`src/rtl/matmul_arbiter.sv`:
```
// Round-robin arbiter sharing one matrix-multiply engine among NREQ requesters.
// Matrices are flattened row-major: element [i][j] of requester r sits at bit offset
// ((r*N + i)*N + j)*width, where width is BIT_PREC for operands and 2*BIT_PREC+1 for results.
module matmul_arbiter #(
    parameter int unsigned BIT_PREC = 8,
    parameter int unsigned N        = 4,
    parameter int unsigned NREQ     = 4,
    parameter int unsigned TIMEOUT  = 64
) (
    input  logic                                clk,
    input  logic                                rst,
    input  logic [NREQ-1:0]                     req_valid,
    input  logic [NREQ*N*N*BIT_PREC-1:0]        req_a,
    input  logic [NREQ*N*N*BIT_PREC-1:0]        req_b,
    output logic [NREQ-1:0]                     req_ready,
    output logic [NREQ-1:0]                     rsp_valid,
    input  logic [NREQ-1:0]                     rsp_ready,
    output logic [N*N*(2*BIT_PREC+1)-1:0]       rsp_c,
    output logic                                rsp_err,
    output logic [N*N*BIT_PREC-1:0]             eng_a,
    output logic [N*N*BIT_PREC-1:0]             eng_b,
    output logic                                eng_start,
    input  logic                                eng_valid,
    input  logic [N*N*(2*BIT_PREC+1)-1:0]       eng_c,
    output logic                                eng_rstn,
    output logic                                busy,
    output logic [$clog2(NREQ)-1:0]             grant_id
);
    localparam int unsigned MW   = N * N * BIT_PREC;
    localparam int unsigned CW   = N * N * (2 * BIT_PREC + 1);
    localparam int unsigned IW   = $clog2(NREQ);
    localparam int unsigned CNTW = $clog2(TIMEOUT) + 1;

    typedef enum logic [2:0] {
        StIdle,
        StLoad,
        StStart,
        StWait,
        StCapture,
        StResp,
        StRecover
    } state_e;

    state_e          state_q;
    logic [IW-1:0]   grant_q;
    logic [IW-1:0]   last_q;
    logic [IW-1:0]   pick_idx;
    logic            pick_found;
    logic [NREQ-1:0] req_ready_q;
    logic [NREQ-1:0] rsp_valid_q;
    logic            rsp_err_q;
    logic            eng_start_q;
    logic            eng_rstn_q;
    logic [MW-1:0]   op_a_q;
    logic [MW-1:0]   op_b_q;
    logic [MW-1:0]   sel_a;
    logic [MW-1:0]   sel_b;
    logic [CW-1:0]   rsp_c_q;
    logic [CNTW-1:0] cnt_q;

    // Round-robin pick: first valid requester starting one past the last grant.
    always_comb begin
        pick_found = 1'b0;
        pick_idx   = '0;
        for (int unsigned off = 1; off <= NREQ; off++) begin
            if (!pick_found && req_valid[IW'((32'(last_q) + off) % NREQ)]) begin
                pick_found = 1'b1;
                pick_idx   = IW'((32'(last_q) + off) % NREQ);
            end
        end
    end

    // Select the picked requester's operands for latching at grant time.
    always_comb begin
        sel_a = '0;
        sel_b = '0;
        for (int unsigned r = 0; r < NREQ; r++) begin
            if (pick_idx == IW'(r)) begin
                sel_a = req_a[r*MW +: MW];
                sel_b = req_b[r*MW +: MW];
            end
        end
    end

    // Job sequencing FSM; every output is registered here.
    always_ff @(posedge clk) begin
        if (rst) begin
            state_q     <= StIdle;
            req_ready_q <= '0;
            rsp_valid_q <= '0;
            rsp_err_q   <= 1'b0;
            eng_start_q <= 1'b0;
            eng_rstn_q  <= 1'b0;
            grant_q     <= '0;
            last_q      <= IW'(NREQ - 1);  // makes index 0 the first candidate
            op_a_q      <= '0;
            op_b_q      <= '0;
            rsp_c_q     <= '0;
            cnt_q       <= '0;
        end else begin
            req_ready_q <= '0;
            eng_start_q <= 1'b0;
            unique case (state_q)
                StIdle: begin
                    eng_rstn_q <= 1'b1;
                    if (pick_found) begin
                        req_ready_q[pick_idx] <= 1'b1;
                        grant_q               <= pick_idx;
                        last_q                <= pick_idx;
                        op_a_q                <= sel_a;
                        op_b_q                <= sel_b;
                        state_q               <= StLoad;
                    end
                end
                StLoad: begin
                    // Raised here so the pulse lines up with the START cycle.
                    eng_start_q <= 1'b1;
                    state_q     <= StStart;
                end
                StStart: begin
                    cnt_q   <= '0;
                    state_q <= StWait;
                end
                StWait: begin
                    cnt_q <= cnt_q + 1'b1;
                    if (eng_valid) begin
                        state_q <= StCapture;
                    end else if (cnt_q == CNTW'(TIMEOUT - 1)) begin
                        cnt_q      <= '0;
                        eng_rstn_q <= 1'b0;
                        state_q    <= StRecover;
                    end
                end
                StCapture: begin
                    // Engine result settles on the edge closing its valid cycle.
                    rsp_c_q              <= eng_c;
                    rsp_err_q            <= 1'b0;
                    rsp_valid_q[grant_q] <= 1'b1;
                    state_q              <= StResp;
                end
                StResp: begin
                    if (rsp_ready[grant_q]) begin
                        rsp_valid_q <= '0;
                        state_q     <= StIdle;
                    end
                end
                StRecover: begin
                    if (cnt_q == CNTW'(1)) begin
                        eng_rstn_q           <= 1'b1;
                        rsp_err_q            <= 1'b1;
                        rsp_c_q              <= '0;
                        rsp_valid_q[grant_q] <= 1'b1;
                        state_q              <= StResp;
                    end else begin
                        cnt_q <= cnt_q + 1'b1;
                    end
                end
                default: state_q <= StIdle;
            endcase
        end
    end

    assign req_ready = req_ready_q;
    assign rsp_valid = rsp_valid_q;
    assign rsp_c     = rsp_c_q;
    assign rsp_err   = rsp_err_q;
    assign eng_a     = op_a_q;
    assign eng_b     = op_b_q;
    assign eng_start = eng_start_q;
    assign eng_rstn  = eng_rstn_q;
    assign busy      = (state_q != StIdle);
    assign grant_id  = grant_q;

endmodule

```
`config.mk`:
```
export PLATFORM = sky130hd
export DESIGN_NAME = matmul_arbiter
export DESIGN_NICKNAME = d
export VERILOG_FILES = /design/src/rtl/matmul_arbiter.sv
export SDC_FILE = /design/constraint.sdc
export NUM_CORES = 1
export LEC_CHECK = 0
export ABC_AREA = 1
export BUFFER_PORTS_ARGS = -buffer_cell sky130_fd_sc_hd__clkbuf_2
export CAP_MARGIN = 20
export CORE_AREA = 10 10 711 713
export CTS_CLUSTER_SIZE = 24
export DETAILED_ROUTE_END_ITERATION = 10
export DIE_AREA = 0 0 721 723
export HOLD_SLACK_MARGIN = 0.15
export PLACE_DENSITY = 0.3
export SLEW_MARGIN = 15
export SYNTH_ARGS = -nofsm -noshare
export SYNTH_HDL_FRONTEND = slang
export SYNTH_SLANG_ARGS = --single-unit
export TNS_END_PERCENT = 1
```
`constraint.sdc`:
```
create_clock -name clk -period 3.65 [get_ports clk]
set_input_delay 0.73 -clock clk [delete_from_list [all_inputs] [get_ports clk]]
set_output_delay 0.73 -clock clk [all_outputs]
set_load 0.005 [all_outputs]
```
==> flow_summary.toml <==
[clock_tree]
clockBufferDepth = 4
cts_buffers = 93
cts-root-buf = "clkbuf_16"
clk_pin_slew_ns = 0.06
clock-sinks = 553
clock_latency_ns = 0.86
cts_tree = "done"
htree_num_levels = 3

[setup_path]
cp_common_cell = "nand2_1"
r2r-end = "eng_a[17]$_SDFFE_PP0N_"
endpoint_kind = "flip-flop"
slowest_stage = "dlygate4sd3_1"
r2r_cells = 20
crit_buf_inv = 7
rrSetupSlack_ns = 0.19
path_delay_family = "buffers and inverters"
worstPathArrival_ns = 4.19
max_stage_delay_ns = 0.55
path_class = "reg2reg"
cp.required_ns = 4.38
cp-start-kind = "flip-flop"
crit_chain = "buf_6 > nand2_1 > nand2_1 > nand2_1 > nand2_1 > nor2_4 > nand2_2 > nor2_4 > nor2_8 > buf_12 > inv_16 > nor2_4 > buf_12 > buf_4 > nand2_1 > nand2_1 > dlygate4sd3_1 > nor3_1 > nor2_1 > dlygate4sd3_1"
path_max_fanout = 24
worstReg2RegStart = "last_q[0]$_SDFFE_PP1N_"

[floorplan]
initial_utilization = 0.0601
die_w_um = 721
die_y_um = 723
rows = 258
io_pins = 1849
coreArea_um2 = 492000
design.die.area_um2 = 521000

[placed_design]
place_ws_ns = 0.290
port_buffers = 1848
place.gp.congestion = 0.948
placed_area_um2 = 47400
post-place-cells = 12700
hpwl_um = 364000

[sta]
rsz0062_at_grt = "false"
fmax_mhz = 289
finClkSkew_ns = 0.105
fin_crit_sh = 0.947
period_minus_slack_ns = 3.46
worst_slew_margin_rel = 0.489
fin_ws_ns = 0.192
maxSlewViolCount = 0
worstMarginPinSlew_ns = 0.759
tns_ns = 0
finalHoldViolCount = 0
setup_viol = 0

[global_route]
grt_overflow = 0
grt_pass1_vias = 41400
grt_max_degree = 97
antenna_found_initial = 345
grt_pass1_wl_um = 504000
grt.total_usage = 0.150

[synth]
synth.top_cell.area_share = 0.375
post_synth.cell_area_avg_um2 = 6.53
syn_nets = 5834
ys_types = 31
synth_seq_cells = 553
synth_top_family_by_area = "simple AND/OR/NAND/NOR gates"
syn_inst = 4525
synthArstFlopShare = 0
yosys_warnings = 0
synth_area_leaders = "dfxtp_1 (37%), nand2_1 (18%), nand3_1 (12%)"
synth_top_area_cell = "dfxtp_1"
yosys.area_share.adder = 0.000847
synth_mux_area_frac = 0
synth_compound_area_frac = 0.149
synth_edf_count = 0
yosysMostFrequentCell = "nand2_1"
synthFlopType = "dfxtp_1"
synthTopCellsByCount = "nand2_1 (1424), nand3_1 (688), dfxtp_1 (553)"
yosysSeqAreaShare = 0.375
netlist_area_um2 = 29500
synth-xor-area-share = 0.000297
synth_simple_gate_area_share = 0.373

[hold_path]
worstHoldEndpoint = "rsp_c[97]$_SDFFE_PP0P_"
hp-class = "in2reg"
hold_path_depth = 3
hp-start = "eng_c[97]"

[layout]
num-nets-final = 7965
syn2layout_area_growth_pct = 84.4
drive_gt1_frac = 0.329
instances_no_fill = 13300
design_area_um2 = 54400

[routing]
drtPass1Iterations = 6
routedWlPerCell_um = 31.1
num_vias = 42400
drc_errors = 0
ant_nets = 0
via_per_inst = 3.19
drtIter0Drc = 3208
drt_wl_total_um = 414000

[power]
switching_share = 0.534
intPower_uw = 24500
power_switching_uw = 28000
power.leakage_uw = 0.0243
seq_power_share = 0.160
p_comb_frac = 0.658
finalPower_uw = 52500
power_density_nw_per_um2 = 964
ir_drop_v = 0.000627
pwr-share-clk = 0.182

[run]
max_cap_violations = 0

[outcome]
status = "finished clean"
## sequential cells by signal, summed over array words and instances, names as in the netlist
name and count:
state_q 3, rsp_c 272, rsp_err 1, req_ready 4, grant_id 2, eng_a 128, rsp_valid 4, cnt_q 7
eng_b 128, last_q 2, eng_rstn 1, eng_start 1
## kinds of logic (layout without fill, tap and decap cells)
logic type | count (synthesis) | in the layout
buffers and inverters | 707 | 2904
and+or+nand+nor | 2480 | 2480
DFF | 553 | 553
xor gates and xnor gates | 1 | 1
other | 0 | 71
adders and majority gates | 2 | 2
AOI/OAI and AO/OA | 782 | 782
## how the worst max path moves through the flow
stage	start	to	slack [ns]	cells after the start
after CTS	last_q[0]$_SDFFE_PP1N_	eng_a[17]$_SDFFE_PP0N_	0.01	19
final	last_q[0]$_SDFFE_PP1N_	eng_a[17]$_SDFFE_PP0N_	0.19	20
after floorplan	req_valid[3]	eng_a[17]$_SDFFE_PP0N_	1.42	15
after global routing	last_q[0]$_SDFFE_PP1N_	eng_a[17]$_SDFFE_PP0N_	0.02	19
after global placement	req_valid[2]	eng_a[8]$_SDFFE_PP0N_	0.26	15
after detailed placement	req_valid[2]	eng_a[8]$_SDFFE_PP0N_	0.29	15
## area by class of cell
class                      instances  area [µm²]
tap                             6500        8130
clock buffer                     131        2660
clock inverter                    30         359
timing repair buffer            2420       15300
fill                           58100      437000
inverter                         323        1240
multi-input combinational       3265       15500
antenna                           71         178
sequential                       553       11100
## cell usage in the layout, fill, tap and decap left out, drive strengths merged, types with 3 or more instances in the layout
master	instances
clkbuf	1979
nand2	1430
nand3	688
dfxtp	553
a21oi	498
dlygate4sd3	381
inv	326
nand3b	191
buf	191
o21bai	190
nor2	126
o21ai	89
diode	71
nor3	40
clkinv	17
bufinv	7
nand4	3
clkinvlp	3
## timing repair
| action | in CTS | in global routing |
|---|---|---|
| resized for setup | 0 | 5 |
| buffers inserted | 0 | 4 |
| hold buffers | 381 | 0 |
| endpoints found under the setup margin | 0 | 1 |
| hold endpoints to repair | 304 | 0 |
## worst min-delay path: stages
cell and delay, ns:
clkbuf_2 0.13, nand2_1 0.08, a21oi_1 0.06
## per-stage QoR
step | utilization | hold WS [ns]
final | 0.111 | 0.185
after global routing | 0.111 | 0.191
after CTS | 0.110 | 0.151
after detailed placement | 0.0963 | 0.450
after global placement | 0.0963 | 0.449
after floorplan | - | 0.447
## power groups by stage
stage / Sequential, µW / Clock [µW] / Combinational [µW]
after floorplan: 8250 / 0 / 17200
after global placement: 8510 / 0 / 34200
after detailed placement: 8520 / 0 / 34000
after CTS: 8410 / 10000 / 35300
after global routing: 8540 / 10100 / 38000
final: 8410 / 9560 / 34500
## per-layer routing
metal	up-vias	routed length (µm)	GRT usage
li1	19100	-	-
met1	20200	155000	0.165
met2	2224	183000	0.238
met3	756	61400	0.0982
met4	182	13800	0.0380
met5	-	1200	0
Note: power is estimated with default switching activity, not from simulation.
